## src/rtl/gpio_in_debounce_if.sv

```systemverilog
// rtl/gpio_in_debounce_if.sv - change-event handshake between the input debouncer and its consumer
interface gpio_in_debounce_if #(
   parameter int WIDTH = 8
);
   logic             evt_valid_o;
   logic             evt_ready_i;
   logic [WIDTH-1:0] evt_bits_o;
   logic             evt_overrun_o;

   // Producer side: the debouncer presents pending changes
   modport master (
      output evt_valid_o,
      output evt_bits_o,
      output evt_overrun_o,
      input  evt_ready_i
   );

   // Consumer side: user logic accepts pending changes
   modport slave (
      input  evt_valid_o,
      input  evt_bits_o,
      input  evt_overrun_o,
      output evt_ready_i
   );
endinterface

```

## src/rtl/gpio_in_debounce.sv

```systemverilog
// rtl/gpio_in_debounce.sv - per-bit synchronizer, debounce filter, edge pulses and change-event accumulator
module gpio_in_debounce #(
   parameter int WIDTH           = 8,
   parameter int SYNC_STAGES     = 2,
   parameter int DEBOUNCE_CYCLES = 16
) (
   input  logic                      clk,
   input  logic                      rst_n,
   input  logic [WIDTH-1:0]          pin_i,
   output logic [WIDTH-1:0]          state_o,
   output logic [WIDTH-1:0]          rise_o,
   output logic [WIDTH-1:0]          fall_o,
   gpio_in_debounce_if.master        evt
);
   localparam int              CW      = $clog2(DEBOUNCE_CYCLES + 1);
   localparam logic [CW-1:0]   CNT_MAX = CW'(DEBOUNCE_CYCLES - 1);

   logic [WIDTH-1:0] sync_q [SYNC_STAGES];
   logic [WIDTH-1:0] sync_d [SYNC_STAGES];
   logic [CW-1:0]    cnt_q  [WIDTH];
   logic [CW-1:0]    cnt_d  [WIDTH];
   logic [WIDTH-1:0] state_q, state_d;
   logic [WIDTH-1:0] rise_q, rise_d;
   logic [WIDTH-1:0] fall_q, fall_d;
   logic [WIDTH-1:0] acc_q, acc_d;
   logic             ovr_q, ovr_d;
   logic             evt_valid_q, evt_valid_d;
   logic [WIDTH-1:0] sync;
   logic [WIDTH-1:0] chg;
   logic             accept;

   assign sync   = sync_q[SYNC_STAGES-1];
   assign chg    = rise_q | fall_q;
   assign accept = evt_valid_q & evt.evt_ready_i;

   // Synchronizer shift chain: the raw pin enters stage 0, each stage copies the previous one
   always_comb begin
      for (int s = 0; s < SYNC_STAGES; s++) begin
         sync_d[s] = '0;
      end
      sync_d[0] = pin_i;
      for (int s = 1; s < SYNC_STAGES; s++) begin
         sync_d[s] = sync_q[s-1];
      end
   end

   // Debounce filter: a bit's level is accepted only after DEBOUNCE_CYCLES consecutive disagreeing samples
   always_comb begin
      state_d = state_q;
      rise_d  = '0;
      fall_d  = '0;
      for (int i = 0; i < WIDTH; i++) begin
         cnt_d[i] = '0;
         if (sync[i] != state_q[i]) begin
            if (cnt_q[i] == CNT_MAX) begin
               state_d[i] = sync[i];
               rise_d[i]  = sync[i];
               fall_d[i]  = ~sync[i];
            end else begin
               cnt_d[i] = cnt_q[i] + 1'b1;
            end
         end
      end
   end

   // Event accumulator: an accept restarts the mask from this cycle's changes so none are dropped
   always_comb begin
      if (accept) begin
         acc_d = chg;
         ovr_d = 1'b0;
      end else begin
         acc_d = acc_q | chg;
         ovr_d = ovr_q | (|(acc_q & chg));
      end
      evt_valid_d = |acc_d;
   end

   // State registers with synchronous active-low reset
   always_ff @(posedge clk) begin
      if (!rst_n) begin
         for (int s = 0; s < SYNC_STAGES; s++) begin
            sync_q[s] <= '0;
         end
         for (int i = 0; i < WIDTH; i++) begin
            cnt_q[i] <= '0;
         end
         state_q     <= '0;
         rise_q      <= '0;
         fall_q      <= '0;
         acc_q       <= '0;
         ovr_q       <= 1'b0;
         evt_valid_q <= 1'b0;
      end else begin
         for (int s = 0; s < SYNC_STAGES; s++) begin
            sync_q[s] <= sync_d[s];
         end
         for (int i = 0; i < WIDTH; i++) begin
            cnt_q[i] <= cnt_d[i];
         end
         state_q     <= state_d;
         rise_q      <= rise_d;
         fall_q      <= fall_d;
         acc_q       <= acc_d;
         ovr_q       <= ovr_d;
         evt_valid_q <= evt_valid_d;
      end
   end

   assign state_o           = state_q;
   assign rise_o            = rise_q;
   assign fall_o            = fall_q;
   assign evt.evt_valid_o   = evt_valid_q;
   assign evt.evt_bits_o    = acc_q;
   assign evt.evt_overrun_o = ovr_q;
endmodule
```

## src/flat_wrapper.sv

```systemverilog
// flat-port wrapper written by rule: the top's interface ports become plain ports
module gpio_in_debounce_flat 
#(
   parameter int WIDTH           = 8,
   parameter int SYNC_STAGES     = 2,
   parameter int DEBOUNCE_CYCLES = 16
)
  (clk, rst_n, pin_i, state_o, rise_o, fall_o, evt_evt_valid_o, evt_evt_bits_o, evt_evt_overrun_o, evt_evt_ready_i);
  gpio_in_debounce_if #(.WIDTH(WIDTH)) evt_i ();
  input  logic clk;
  input  logic rst_n;
  input  logic [WIDTH-1:0] pin_i;
  output logic [WIDTH-1:0] state_o;
  output logic [WIDTH-1:0] rise_o;
  output logic [WIDTH-1:0] fall_o;
  output wire logic [$bits(evt_i.evt_valid_o)-1:0] evt_evt_valid_o;
  output wire logic [$bits(evt_i.evt_bits_o)-1:0] evt_evt_bits_o;
  output wire logic [$bits(evt_i.evt_overrun_o)-1:0] evt_evt_overrun_o;
  input wire logic [$bits(evt_i.evt_ready_i)-1:0] evt_evt_ready_i;
  assign evt_evt_valid_o = evt_i.evt_valid_o;
  assign evt_evt_bits_o = evt_i.evt_bits_o;
  assign evt_evt_overrun_o = evt_i.evt_overrun_o;
  assign evt_i.evt_ready_i = evt_evt_ready_i;
  gpio_in_debounce #(.WIDTH(WIDTH), .SYNC_STAGES(SYNC_STAGES), .DEBOUNCE_CYCLES(DEBOUNCE_CYCLES)) u_core (.clk(clk), .rst_n(rst_n), .pin_i(pin_i), .state_o(state_o), .rise_o(rise_o), .fall_o(fall_o), .evt(evt_i));
endmodule
```

## config.mk

```make
export PLATFORM = sky130hd
export DESIGN_NAME = gpio_in_debounce_flat
export DESIGN_NICKNAME = d
export VERILOG_FILES = /design/src/rtl/gpio_in_debounce_if.sv /design/src/rtl/gpio_in_debounce.sv /design/src/flat_wrapper.sv
export SDC_FILE = /design/constraint.sdc
export NUM_CORES = 1
export LEC_CHECK = 0
export CAP_MARGIN = 10
export CORE_ASPECT_RATIO = 1.75
export CORE_MARGIN = 1.5
export CORE_UTILIZATION = 45
export CTS_BUF_LIST = sky130_fd_sc_hd__clkbuf_4 sky130_fd_sc_hd__clkbuf_8
export CTS_CLUSTER_SIZE = 12
export DETAILED_ROUTE_END_ITERATION = 6
export PLACE_DENSITY = 0.65
export SLEW_MARGIN = 20
export SYNTH_ARGS = -nofsm -noshare
export SYNTH_HDL_FRONTEND = slang
export SYNTH_SLANG_ARGS = --single-unit
export TNS_END_PERCENT = 100
```

## constraint.sdc

```tcl
create_clock -name clk -period 1.8 [get_ports clk]
set_input_delay 0.27 -clock clk [delete_from_list [all_inputs] [get_ports clk]]
set_output_delay 0.27 -clock clk [all_outputs]
set_load 0.02 [all_outputs]
```

==> results.md <==
- First-pass GRT wire length: 9040 um
- Cell area after synthesis: 3220 sq um
- Clock buffer depth: 2
- Drt pass-1 iters: 4
- Worst-path clk slew: 70 ps
- Min-delay src: u_core.sync_q[0][7]
- Area grow syn2layout: 22.3%
- Initial antenna violation count: 0
- Top cells by area in the synthesized netlist: dfxtp_1 56%, ha_1 6.2%, nor2_1 5.6%
- Largest net degree at the start of global routing: 51
- CP Cell Sequence: clkdlybuf4s50_1
- Total global routing overflow: 0
- Syn nets: 341
- Dpl hpwl: 3780 um
- Max_cap viols: 0
- Top_reg_cell synth: dfxtp_1
- Hold Violations, Final: 0
- IO Pins: 45
- Synth cell count leaders: 90 x dfxtp_1, 48 x nor2_1, 17 x nand2_1
- Initial drt markers: 113
- Number of synthesized register bits: 90
- Post-cts sizing count: 0
- Post-synth EDFFs: 0
- RSZ-0062 raised after global routing: false
- Crit path buffers/inverters: 1
- Core area: 6910 sq um
- DR WL/cell: 11.5 um
- H-tree depth: 3
- Crit-path slowest cell: clkdlybuf4s50_1
- Syn Inst Count: 314
- Post-route DRC: 0
- Max transition margin: 0.849
- Seq/Total Area, Yosys: 0.560
- WHS Path Cells: 1
- Routed wire length: 5200 um
- Synth Warn #: 0
- Routed via count: 2184
- Max incr delay on CP: 640 ps
- Max Slew Vio Count: 0
- Fin crit period: 1670 ps
- Leak Pwr: 1.49 nW
- Yosys top cell area share: 0.560
- Part of the cycle the worst path needs: 0.927
- R2R setup slack: 360 ps
- Setup Skew: 5.70 ps
- All-Layer GR Usage: 0.157
- CTS buffer count: 9
- Gp weighted congestion: 0.747
- Least-Margin Pin Slew: 226 ps
- Final nets: 393
- Clock sink count: 90
- Clock Latency Late Sink: 340 ps
- Layout cell share with drive strength beyond 1: 0.0462
- Worst Path Max Fanout: 5
- Syn avg cell area: 10.3 sq um
- Peak VDD IR: 0.436 mV
- Hold endpoint: u_core.sync_q[0][15]
- # fillers: 633
- Die width: 66.9 um
- Most common cell in the netlist: dfxtp_1
- Site Rows: 40
- R2R cell count: 5
- Crit path max-delay family: buffers and inverters
- Leading area contributor after synthesis: dfxtp_1
- Via count of the first global-routing pass: 2116
- Port Buffer Count: 44
- Die Ht: 115 um
- Synth async-reset ratio: 0
- Final design utilization: 0.570
- Post-DRT Antenna Nets: 0
- Peak Freq: 599 MHz
- CP Capture Type: output port
- Status: finished, final reports clean
- # diodes: 0
- Initial core utilization: 0.466
- Hold buffers post-CTS: 0
- WP data required: 1530 ps
- Die footprint: 7690 sq um
- Worst setup SP type: flip-flop
- Launch point of the worst reg-to-reg path: u_core.cnt_q[3][0]
- Crit Path Class: reg2out
- Post-CTS setup buffer count: 0
- Hold Crit Class: reg2reg
- Via density: 4.83
- Final number of setup-violating endpoints: 0
- Critical Path AT: 1400 ps
- FF-to-FF End: u_core.cnt_q[3][0]
- Power per cell area: 834 nW/um^2
- Clk root buf: clkbuf_8
- Yosys cell types: 24
- Setup TNS: 0 ps
- CTS tree: done
==> stage by stage <==
stage / instance area (sq um) / setup WS (ps) / hold slack [ps] / power (mW) / cells
after floorplan: 3220 / 505 / 397 / 2.11 / 314
after global placement: 3770 / 388 / 413 / 2.15 / 439
after detailed placement: 3770 / 342 / 422 / 2.15 / 439
after CTS: 3940 / 98.4 / 441 / 3.35 / 452
after global routing: 3940 / 41.7 / 452 / 3.41 / 452
final: 3940 / 131 / 437 / 3.28 / 452
==> routing by layer <==
layer / vias up / wire [um] / track usage / part of all wire
met3: 7 / 242 / 0.0528 / 0.047
li1: 1134 / - / - / -
met4: 0 / 108 / 0.0898 / 0.021
met2: 39 / 2600 / 0.269 / 0.50
met5: - / 0 / 0 / 0
met1: 1004 / 2240 / 0.164 / 0.43
==> where the power goes <==
| part | switching, mW | internal [mW] |
|---|---|---|
| Sequential | 0.0134 | 2.01 |
| Clock | 0.598 | 0.586 |
| Combinational | 0.0308 | 0.0448 |
==> layout make-up <==
class                   count  area, sq um  share of cell area
clock buffers              13          166              0.0423
inverters                  16         60.1              0.0153
multi-input cells         203         1340               0.339
flip-flops and latches     90         1800               0.458
well taps                  84          105              0.0267
repair buffers             46          468               0.119
==> layout by cell type, fill, tap and decap left out, types with 2 or more instances in the layout <==
cell and instances:
a21boi_0 8, xnor2_1 8, xor2_1 16, ha_1 16, nor2_1 48, inv_1 16
o21ai_0 8, mux2i_1 8, clkbuf_4 2, nor3b_1 16, nor2b_1 8, clkdlybuf4s50_1 44
nand4_1 3, and2_1 16, nor4_2 2, nand2_1 17, nand3_1 9, and3_1 8
clkbuf_8 11, nand3b_1 8, dfxtp_1 90
==> kinds of logic (layout without fill, tap and decap cells) <==
family / after synthesis / in the layout / synth area share
flops: 90 / 90 / 0.560
buf+inv: 21 / 75 / 0.0253
compound gates: 19 / 19 / 0.0393
simple gates: 136 / 136 / 0.223
fa+ha+maj: 16 / 16 / 0.0622
xor+xnor: 24 / 24 / 0.0653
mux: 8 / 8 / 0.0249
==> state kept, by name, indices dropped and copies added (netlist names) <==
name	cells
u_core.sync_q	16
u_core.state_o	8
u_core.cnt_q	40
u_core.evt.evt_overrun_o	1
u_core.evt.evt_bits_o	8
u_core.fall_o	8
u_core.evt.evt_valid_o	1
u_core.rise_o	8
==> worst max path at each step <==
stage / cells after the start / from / slack [ps] / end
floorplan: 5 / u_core.cnt_q[0][0] / 510 / u_core.cnt_q[0][2]
global placement: 4 / rst_n / 390 / u_core.cnt_q[2][8]
detailed placement: 5 / u_core.cnt_q[3][0] / 340 / u_core.cnt_q[3][0]
CTS: 1 / u_core.state_o[7] / 100 / state_o[7]
global route: 1 / u_core.state_o[6] / 40 / state_o[6]
finish: 1 / u_core.state_o[7] / 130 / state_o[7]
Note: power is estimated with default switching activity, not from simulation.
